`config.mk`:
```
export PLATFORM = sky130hd
export DESIGN_NAME = binary_conv3x3
export DESIGN_NICKNAME = d
export VERILOG_FILES = /design/src/rtl/mnist_pkg.sv /design/src/rtl/binary_conv3x3_line_buffer.sv /design/src/rtl/binary_conv3x3.sv
export SDC_FILE = /design/constraint.sdc
export NUM_CORES = 1
export LEC_CHECK = 0
export ABC_AREA = 1
export CAP_MARGIN = 20
export CORE_AREA = 3 3 96 80
export CTS_CLUSTER_DIAMETER = 120
export DETAILED_ROUTE_END_ITERATION = 12
export DIE_AREA = 0 0 99 83
export SLEW_MARGIN = 20
export SYNTH_ARGS = -nofsm -noshare
export SYNTH_HDL_FRONTEND = slang
export SYNTH_SLANG_ARGS = --single-unit
```
`constraint.sdc`:
```
create_clock -name clk -period 3.6 [get_ports clk]
set_input_delay 0.72 -clock clk [delete_from_list [all_inputs] [get_ports clk]]
set_output_delay 0.72 -clock clk [all_outputs]
set_load 0.01 [all_outputs]
```
`src/rtl/mnist_pkg.sv`:
```
// Shared MNIST datapath definitions: default frame geometry, counter widths
// and the 9-bit popcount used by the binary convolution.
package mnist_pkg;

  localparam int IMG_W = 28;
  localparam int IMG_H = 28;
  localparam int COL_W = $clog2(IMG_W);
  localparam int ROW_W = $clog2(IMG_H);

  function automatic logic [3:0] popcount9(input logic [8:0] v);
    logic [3:0] cnt;
    cnt = '0;
    for (int k = 0; k < 9; k++) cnt = cnt + {3'b000, v[k]};
    return cnt;
  endfunction

endpackage

```
`src/rtl/binary_conv3x3_line_buffer.sv`:
```
// DEPTH x 1-bit shift register; dout is the bit written DEPTH enables ago,
// i.e. the same column of the previous row when DEPTH equals the frame width.
module line_buffer #(
  parameter int DEPTH = 28
) (
  input  logic clk,
  input  logic en,
  input  logic din,
  output logic dout
);

  logic [DEPTH-1:0] sr;

  // Contents are never reset: consumers ignore them until two rows are loaded.
  always_ff @(posedge clk) begin
    if (en) sr <= {sr[DEPTH-2:0], din};
  end

  assign dout = sr[DEPTH-1];

endmodule

```
`src/rtl/binary_conv3x3.sv`:
```
// Streaming 3x3 XNOR-popcount convolution over a raster binary frame,
// producing a thresholded (IMG_W-2) x (IMG_H-2) raster bit stream.
module binary_conv3x3
  import mnist_pkg::*;
#(
  parameter int         IMG_W   = mnist_pkg::IMG_W,
  parameter int         IMG_H   = mnist_pkg::IMG_H,
  parameter logic [8:0] WEIGHTS = 9'h1FF,
  parameter int         THRESH  = 5
) (
  input  logic clk,
  input  logic rst_n,
  input  logic pixel_in,
  input  logic valid_in,
  output logic conv_out,
  output logic valid_out_conv,
  output logic frame_done
);

  localparam int CW = $clog2(IMG_W);
  localparam int RW = $clog2(IMG_H);

  logic [CW-1:0] col;
  logic [RW-1:0] row;
  logic          lb1_out, lb2_out;
  logic [8:0]    win, win_nxt;
  logic          last_col, last_row, win_done, conv_hit;

  line_buffer #(.DEPTH(IMG_W)) u_lb1 (
    .clk  (clk),
    .en   (valid_in),
    .din  (pixel_in),
    .dout (lb1_out)
  );

  line_buffer #(.DEPTH(IMG_W)) u_lb2 (
    .clk  (clk),
    .en   (valid_in),
    .din  (lb1_out),
    .dout (lb2_out)
  );

  // Bit 3*i+j: each row shifts left and takes the new right-hand column,
  // top row from the older line buffer, bottom row from the live pixel.
  assign win_nxt = {pixel_in, win[8:7], lb1_out, win[5:4], lb2_out, win[2:1]};

  always_ff @(posedge clk) begin
    if (valid_in) win <= win_nxt;
  end

  assign last_col = (col == CW'(IMG_W - 1));
  assign last_row = (row == RW'(IMG_H - 1));
  assign win_done = (row >= RW'(2)) && (col >= CW'(2));
  assign conv_hit = popcount9(~(win_nxt ^ WEIGHTS)) >= 4'(THRESH);

  always_ff @(posedge clk or negedge rst_n) begin
    if (!rst_n) begin
      col            <= '0;
      row            <= '0;
      conv_out       <= 1'b0;
      valid_out_conv <= 1'b0;
      frame_done     <= 1'b0;
    end else begin
      valid_out_conv <= valid_in && win_done;
      frame_done     <= valid_in && last_col && last_row;
      if (valid_in && win_done) conv_out <= conv_hit;
      if (valid_in) begin
        if (last_col) begin
          col <= '0;
          row <= last_row ? '0 : row + RW'(1);
        end else begin
          col <= col + CW'(1);
        end
      end
    end
  end

endmodule

```
# After elaboration in Yosys (flattened, before gate mapping)
# Cells that the tools add are included.
dict set report word_totals {
  ff_bits 78
  latch_bits 0
  ramBits 0
  mem_bits_ro 0
  inputBits 4
  output_inout_bits 3
  elab_cells 32
  mem_count 0
}
dict set report classes {
  add_sub_neg 10
  mul 0
  n_div 0
  magnitude_cmp 3
  eq_ne 2
  shift 0
  n_mux 2
  n_bitwise 2
  n_reduce_logical 5
}
# op count
set op_table {}
lappend op_table {{$add 4x1->4} 5}
lappend op_table {{$not 9->9} 2}
lappend op_table {{$add 5x1->5 const B} 2}
lappend op_table {{$eq 5x5->1 const B} 2}
lappend op_table {{$ge 5x2->1 const B} 2}
lappend op_table {{$mux 5} 2}
lappend op_table {{$add 3x1->4} 1}
lappend op_table {{$ge 4x3->1 const B} 1}
lappend op_table {{$logic_and 1x1->1} 4}
lappend op_table {{$add 2x1->3} 1}
lappend op_table {{$add 1x1->2} 1}
lappend op_table {{$reduce_and 2->1} 1}

# Depth between registers and ports, before layout
# Gate-level depths: netlist (run 1).
dict set report depth {
  ltp_word 11
  ltp_mapped 13
  mapped_depth_nobuf 13
}

# By module
# A second synthesis (run 1) with hierarchy kept.
dict set report unflattened {
  hier_cells 170
  area_unflattened_um2 2765.2
}
# mod instances cells_per_inst area_each_um2 seq_area_each_um2
set by_module_without_submodules {}
lappend by_module_without_submodules {line_buffer 2 28 840.8 840.8}
lappend by_module_without_submodules {binary_conv3x3 1 114 1083.5 505.5}

# Worst setup path after synthesis (run 1)
# Ideal clock, no wire load.
dict set report synth_timing {
  path_type {flip-flop to flip-flop}
  start {reg win[1]}
  end {reg conv_out}
  setup_time_ns 0.065
  arrival_time_ns 2.910
  required_ns 3.535
  path_slack_ns 0.625
  path_stages_with_launch 14
  path_buffers 0
  period_less_slack_ns 2.975
  cell_sequence {edfxtp_1 > inv_1 > fa_1 > fa_1 > fa_1 > inv_1 > fa_1 > inv_1 > fa_1 > nand2_1 > nand2_1 > nand2_1 > nand2_1 > nand2_1}
}
dict set report synth_between {
  elab_chain_len 11
}
# element line
set synth_rtl {}
lappend synth_rtl {{start, declared} binary_conv3x3.sv:26} ;# logic [8:0] win, win_nxt;
lappend synth_rtl {{start signal, assigned} binary_conv3x3.sv:48} ;# if (valid_in) win <= win_nxt;
lappend synth_rtl {{$not 9->9 (no line)} --}
lappend synth_rtl {{$not 9->9} binary_conv3x3.sv:54} ;# assign conv_hit = popcount9(~(win_nxt ^ WEIGHTS)) >= 4'(THRESH);
lappend synth_rtl {{$add 1x1->2} mnist_pkg.sv:13} ;# for (int k = 0; k < 9; k++) cnt = cnt + {3'b000, v[k]};
lappend synth_rtl {{$add 2x1->3} mnist_pkg.sv:13}
lappend synth_rtl {{$add 3x1->4} mnist_pkg.sv:13}
lappend synth_rtl {{$add 4x1->4 (5 in series)} mnist_pkg.sv:13}
lappend synth_rtl {{$ge 4x3->1} binary_conv3x3.sv:54}
lappend synth_rtl {{end signal, assigned} binary_conv3x3.sv:66} ;# if (valid_in && win_done) conv_out <= conv_hit;
lappend synth_rtl {{end, declared} binary_conv3x3.sv:15} ;# output logic conv_out,
# Every way passes these cells.
# A chain may end at the register's enable or synchronous reset.

# Worst setup path in the final report (run 1)
dict set report layout_timing {
  start {in pixel_in}
  end {reg conv_out}
}
dict set report layout_between {
  elab_chain_len 4
}
# element line
set layout_rtl {}
lappend layout_rtl {{start, declared} binary_conv3x3.sv:13} ;# input logic pixel_in,
lappend layout_rtl {{$not 9->9 (no line)} --}
lappend layout_rtl {{$not 9->9} binary_conv3x3.sv:54}
lappend layout_rtl {{$add 4x1->4} mnist_pkg.sv:13}
lappend layout_rtl {{$ge 4x3->1} binary_conv3x3.sv:54}
# Every way passes these cells.

==> summary.md, run 1 <==
| Metric | Value |
|---|---|
| Design Area, Final | `3050 µm²` |
| Ratio of cells with drive above 1 in the final layout | `0.161` |
| Synthesized area | `2680 µm²` |
| Vias | `1268` |
| Compound-Gate Fraction of Synth Area | `0.0196` |
| Worst-Skew Late Latency | `330 ps` |
| Unrepaired setup endpoints after global routing | `no` |
| Outcome | `finished, final reports clean` |
| Hold slack final | `419 ps` |
| Syn Nets | `185` |
| Min-delay worst type | `flop to flop` |
| Final period utilization | `0.877` |
| Number of enable flip-flop cells after synthesis | `58` |
| FMAX | `317 MHz` |
| Largest family of logic cells by synthesized area | `simple AND/OR/NAND/NOR gates` |
| VDD IR max | `0.257 mV` |
| Fin Setup TNS | `0 ps` |
| Post-CTS sizing | `0` |
| Least-Margin Pin Slew | `613 ps` |
| Critical-path maximum fanout | `2` |
| H-tree Lvls | `3` |
| I/O Pins | `7` |
| Area Overhead vs Synth | `13.9%` |
| XOR/XNOR Fraction of Synth Area | `0.00980` |
| Leading area contributor after synthesis | `edfxtp_1` |
| Vias per cell | `4.53` |
| Gpl congestion | `0.742` |
| Max cap viols | `0` |
| Area of the die | `8220 µm²` |
| WL final | `3580 µm` |
| Global-route wire length before repair | `6070 µm` |
| CP required | `3870 ps` |
| DRT Pass-1 Iters | `4` |
| Adder-Cell Fraction of Synth Area | `0.0654` |
| Slew Limit Fails | `0` |
| Vias in the first global route | `1209` |
| # port buffers | `6` |
| Worst-path clk slew | `80 ps` |
| GRT Total Usage | `0.100` |
| Most instantiated library cell after synthesis | `edfxtp_1` |
| Gr ovfl total | `0` |
| Die H | `83 µm` |
| Final setup vio count | `0` |
| CP Launch Type | `input pin` |
| WP data arrival | `3430 ps` |
| Remaining DRCs | `0` |
| FF+latch count, synth | `71` |
| HPWL Detailed | `2210 µm` |
| Iter 0 DRT Violations | `92` |
| Top FF cell, synth | `edfxtp_1` |
| N_diodes | `0` |
| Clock tree from TritonCTS | `done` |
| Cells after Synth | `170` |
| Clock skew | `8.97 ps` |
| Initial antenna violation count | `0` |
| Max Buffers Root-to-Sink | `2` |
| Initial core utilization | `0.395` |
| Row count | `27` |
| Hold Violations, Final | `0` |
| Root buf cell | `clkbuf_8` |
| Final ANT Viol Nets | `0` |
| Leakage | `1.22 nW` |
| CP endpoint kind | `flop` |
| Fin nets | `203` |
| Post-synthesis mux area share | `0` |
| P per Cell Area | `620 nW/µm²` |
| WL/cell | `12.8 µm` |
| Post-synth top cells | `58 x edfxtp_1, 22 x inv_1, 22 x nand2_1` |
| Synthesis Warnings | `0` |
| Async SR Flop Fraction | `0.183` |
| Sink Count | `71` |
| Die X | `99 µm` |
| Avg Inst Size Synth | `15.8 µm²` |
| CTS buffer count | `9` |
| Placed Area | `2850 µm²` |
| Top cell type's share of synthesized area | `0.650` |
| Worst Path Class, Setup | `input pin to flop` |
| Max-slew headroom | `0.590` |
| # Post-CTS Setup Buffers | `0` |
| Placeable Area | `6790 µm²` |
| Simple-gate share of the synthesized area | `0.0929` |
| Top cells by area, synth | `edfxtp_1 65%, dfrtp_1 12%, fa_1 3.7%, inv_1 3.1%, nand2_1 3.1%` |
| Yosys cell types | `24` |
| Post-CTS Hold Buffers | `0` |
| Fillers | `587` |
| Minimum clock period | `3160 ps` |
| Final Util | `0.450` |
| Largest net degree at the start of global routing | `28` |
| Fraction of the yosys area taken by sequential cells | `0.771` |
-- cells by family after synthesis --
group / after synthesis
AO/OA/AOI/OAI: 10
adder cells (fa/ha/maj): 11
buffers and inverters: 27
AND/OR/NAND/NOR: 48
flip-flops: 71
XOR/XNOR: 3
-- layout make-up --
class | instances | area [µm²] | share of cell area
Multi-Input combinational cell | 72 | 503 | 0.165
Clock buffer | 9 | 124 | 0.0406
Inverter | 26 | 98.8 | 0.0324
Timing Repair Buffer | 8 | 70.1 | 0.0230
Sequential cell | 71 | 2070 | 0.677
Clock inverter | 7 | 81.3 | 0.0266
Tap cell | 87 | 109 | 0.0357
-- state kept, by name, indices dropped and copies added (netlist names) --
register        flops
col                 5
conv_out            1
frame_done          1
row                 5
u_lb1.sr           28
u_lb2.sr           28
valid_out_conv      1
win                 2
-- report_power, final --
group	total, W	internal (W)	switching (W)
clock	0.000634	0.000328	0.000306
sequential	0.00103	0.000971	0.0000580
combinational	0.000231	0.0000935	0.000138
-- layer usage --
metal / GRT usage / share of wire
met5: 0 / 0
met4: 0.0447 / 0.011
met3: 0.0512 / 0.044
met2: 0.116 / 0.40
met1: 0.153 / 0.55
-- cells in the final DEF, fill, tap and decap left out --
cell type,synthesis,routed
ha_1,6,6
xnor2_1,1,1
clkinv_4,0,3
xor2_1,2,2
bufinv_16,0,1
o31ai_1,1,1
nand4_4,1,1
nand2_2,2,2
dfrtp_1,13,13
nor2_4,1,1
fa_1,5,5
clkbuf_8,0,9
nand3_2,3,3
clkinv_2,1,1
o21ai_1,3,3
nor2_2,1,1
inv_6,0,2
buf_2,0,1
nand4_1,2,2
o21ai_0,5,5
and2_1,1,1
a21oi_1,1,1
inv_2,3,3
nor2_1,7,7
inv_1,22,22
clkdlybuf4s50_1,0,5
nand2_1,22,22
clkinvlp_4,0,1
buf_4,0,2
nand3_1,8,8
edfxtp_1,58,58
-- metrics by stage --
stage	power, W	instances	worst slack (ps)
6_report	0.00189	280	444
5_1_grt	0.00202	280	269
4_1_cts	0.00193	280	434
3_5_place_dp	0.00128	264	85.5
3_3_place_gp	0.00127	264	159
2_1_floorplan	0.00120	170	625
-- worst paths after layout --
check                           slack, ps  cells past startpoint    startpoint           end
worst max-delay path                  440                     13      pixel_in      conv_out
worst min-delay path                  420                      0  u_lb2.sr[10]  u_lb2.sr[11]
worst max register to register        460                     13        win[2]      conv_out
worst min register to register        420                      0  u_lb2.sr[10]  u_lb2.sr[11]
max in group asynchronous            2430                      1         rst_n        row[4]
min in group asynchronous             760                      1         rst_n        row[0]
-- worst max-delay path, cell delays in order --
cell and delay, ps:
clkdlybuf4s50_1 480, inv_1 60, fa_1 500, fa_1 490, inv_1 50, fa_1 370
inv_1 80, fa_1 410, nand2_1 80, nand2_1 50, nand2_1 60, nand2_1 50
nand2_1 50
Power figures use the tool's default switching activity.
==> run 2: changes to the inputs <==
--- a/config.mk
+++ b/config.mk
@@ -11,7 +11,7 @@
 export CTS_CLUSTER_DIAMETER = 120
 export DETAILED_ROUTE_END_ITERATION = 12
 export DIE_AREA = 0 0 99 83
-export SLEW_MARGIN = 20
+export SLEW_MARGIN = 5
 export SYNTH_ARGS = -nofsm -noshare
 export SYNTH_HDL_FRONTEND = slang
 export SYNTH_SLANG_ARGS = --single-unit
==> results of run 2 <==
Same layout as run 1: the final DEF is identical, and so are final timing and power.
==> run 3: changes to the inputs <==
--- a/config.mk
+++ b/config.mk
@@ -7,10 +7,10 @@
 export LEC_CHECK = 0
 export ABC_AREA = 1
 export CAP_MARGIN = 20
-export CORE_AREA = 3 3 96 80
+export CORE_AREA = 2 2 95 79
 export CTS_CLUSTER_DIAMETER = 120
 export DETAILED_ROUTE_END_ITERATION = 12
-export DIE_AREA = 0 0 99 83
+export DIE_AREA = 0 0 97 81
 export SLEW_MARGIN = 5
 export SYNTH_ARGS = -nofsm -noshare
 export SYNTH_HDL_FRONTEND = slang
==> run 3 against run 2 <==
  * Power increased by 2.9%
  * Wire length increased by 5.1%
  * Register-to-register slack about the same
  * Die area decreased by 4.4%
  * Sequential cell count unchanged
  * Final cell count increased by 1.1%
  * Global-route usage increased by 0.79 points
  * Count of clock-buffer cells in the layout unchanged
  * Core utilization decreased by 1.3 points
  * Fmax increased by 0.71%
  * Sequential power about the same
  * Critical path type unchanged
  * Critical endpoint unchanged
  * Largest cell class unchanged
==> summary.md, run 3 (synthesis results as in run 1) <==
| Metric | Value |
|---|---|
| Outcome | `finished, final reports clean (unchanged)` |
| WL/cell | `13.3 µm (was 12.8 µm)` |
| CP endpoint kind | `flop (unchanged)` |
| Worst Path Class, Setup | `input pin to flop (unchanged)` |
| Critical-path maximum fanout | `2 (unchanged)` |
| Largest regs | `u_lb1.sr x28, u_lb2.sr x28 (unchanged)` |
| # Post-CTS Setup Buffers | `0 (unchanged)` |
| Die X | `97 µm (was 99 µm)` |
| Internal Pwr Total | `0.00146 W (was 0.00139 W)` |
| DRT Pass-1 Iters | `4 (unchanged)` |
| Post-CTS Hold Buffers | `0 (unchanged)` |
| Flop pwr share | `0.527 (was 0.543)` |
| Placeable Area | `7040 µm² (was 6790 µm²)` |
| Final setup vio count | `0 (unchanged)` |
| Switching fraction of total power | `0.253 (was 0.265)` |
| Final ANT Viol Nets | `0 (unchanged)` |
| Remaining DRCs | `0 (unchanged)` |
| Ratio of cells with drive above 1 in the final layout | `0.155 (was 0.161)` |
| Area of the die | `7860 µm² (was 8220 µm²)` |
| Gpl congestion | `0.741 (was 0.742)` |
| Sink Count | `71 (unchanged)` |
| Leakage | `1.22 nW (about the same)` |
| Global-route wire length before repair | `6300 µm (was 6070 µm)` |
| N_diodes | `0 (unchanged)` |
| Min-delay worst type | `flop to flop (unchanged)` |
| WL final | `3760 µm (was 3580 µm)` |
| Area Overhead vs Synth | `14.7% (was 13.9%)` |
| Iter 0 DRT Violations | `81 (was 92)` |
| GRT Total Usage | `0.108 (was 0.100)` |
| Initial core utilization | `0.381 (was 0.395)` |
| Vias per cell | `4.55 (was 4.53)` |
| Vias in the first global route | `1177 (was 1209)` |
| Clock skew | `4.93 ps (was 8.97 ps)` |
| Vias | `1287 (was 1268)` |
| Row count | `28 (was 27)` |
| # port buffers | `6 (unchanged)` |
| Hold Violations, Final | `0 (unchanged)` |
| Share of total power in the clock network | `0.354 (was 0.335)` |
| HPWL Detailed | `2250 µm (was 2210 µm)` |
| Gate power share | `0.119 (was 0.122)` |
| Max-slew headroom | `0.555 (was 0.590)` |
| Least-Margin Pin Slew | `666 ps (was 613 ps)` |
| Fin Setup TNS | `0 ps (unchanged)` |
| Slew Limit Fails | `0 (unchanged)` |
| NetSw | `0.000493 W (was 0.000502 W)` |
| Most frequent cells in the layout | `58 x edfxtp_1, 22 x inv_1, 22 x nand2_1 (unchanged)` |
| CP required | `3880 ps (was 3870 ps)` |
| P per Cell Area | `634 nW/µm² (was 620 nW/µm²)` |
| Final period utilization | `0.870 (was 0.877)` |
| CTS buffer count | `9 (unchanged)` |
| VDD IR max | `0.235 mV (was 0.257 mV)` |
| Finished Layout Cells | `283 (was 280)` |
| Hold slack final | `418 ps (was 419 ps)` |
| Fillers | `621 (was 587)` |
| Max cap viols | `0 (unchanged)` |
| Die H | `81 µm (was 83 µm)` |
| Initial antenna violation count | `0 (unchanged)` |
| H-tree Lvls | `3 (unchanged)` |
| Fin nets | `203 (unchanged)` |
| Worst-Skew Late Latency | `330 ps (about the same)` |
| Unrepaired setup endpoints after global routing | `no (unchanged)` |
| Most common cell after layout, fill and taps aside | `edfxtp_1 (unchanged)` |
| I/O Pins | `7 (unchanged)` |
| Minimum clock period | `3130 ps (was 3160 ps)` |
| Max Buffers Root-to-Sink | `2 (unchanged)` |
| FMAX | `319 MHz (was 317 MHz)` |
| Placed cells | `267 (was 264)` |
| Post-CTS sizing | `0 (unchanged)` |
| WP data arrival | `3410 ps (was 3430 ps)` |
| CP Launch Type | `input pin (unchanged)` |
| Gr ovfl total | `0 (unchanged)` |
| Clock tree from TritonCTS | `done (unchanged)` |
| Largest net degree at the start of global routing | `31 (was 28)` |
| Worst-path clk slew | `80 ps (about the same)` |
| Root buf cell | `clkbuf_8 (unchanged)` |
## run 3: cell count changes in the layout (fill, tap and decap cells not counted)
cell,delta
bufinv_16,+1
clkinv_1,+1
inv_6,-2
## run 3: final timing paths
check	from	to	slack, ps	cells past startpoint
worst max-delay path	pixel_in	conv_out	470	13
worst min-delay path	u_lb2.sr[3]	u_lb2.sr[4]	420	0
worst max register to register	win[1]	conv_out	470	13
worst min register to register	u_lb2.sr[3]	u_lb2.sr[4]	420	0
max in group asynchronous	rst_n	col[2]	2380	1
min in group asynchronous	rst_n	row[4]	790	1
## run 3: metrics by stage
stage                util  worst slack, ps  power [W]  cell area (µm²)
global placement    0.405              160    0.00127             2850
CTS                 0.436              429    0.00198             3070
finish              0.436              466    0.00195             3070
floorplan               -              625    0.00120             2680
detailed placement  0.405             98.6    0.00128             2850
global route        0.436              290    0.00206             3070
## run 3: power groups by stage
stage / Sequential, W / Combinational (W) / Clock [W]
final: 0.00103 / 0.000231 / 0.000689
after CTS: 0.00103 / 0.000238 / 0.000714
after global placement: 0.00104 / 0.000228 / 0
after detailed placement: 0.00104 / 0.000236 / 0
after global routing: 0.00104 / 0.000271 / 0.000746
after floorplan: 0.00103 / 0.000169 / 0
## run 3: final cells by class
class | count | area (µm²) | share of cell area
flip-flops and latches | 71 | 2070 | 0.673
clock inverters | 7 | 97.6 | 0.0318
multi-input cells | 72 | 503 | 0.164
clock buffers | 9 | 124 | 0.0403
well taps | 90 | 113 | 0.0366
inverters | 26 | 98.8 | 0.0322
repair buffers | 8 | 70.1 | 0.0228
## run 3: per-layer routing
layer / routed length, µm / GRT usage / vias up
met5: 0 / 0 / -
met4: 66 / 0.0507 / 0
met3: 120 / 0.0465 / 7
met2: 1540 / 0.138 / 17
met1: 2030 / 0.157 / 645
li1: - / - / 618
## run 3: critical path, stage by stage
cell and delay [ps]:
clkdlybuf4s50_1 470, inv_1 60, fa_1 490, fa_1 490, inv_1 50, fa_1 380
inv_1 80, fa_1 400, nand2_1 70, nand2_1 50, nand2_1 50, nand2_1 50
nand2_1 50
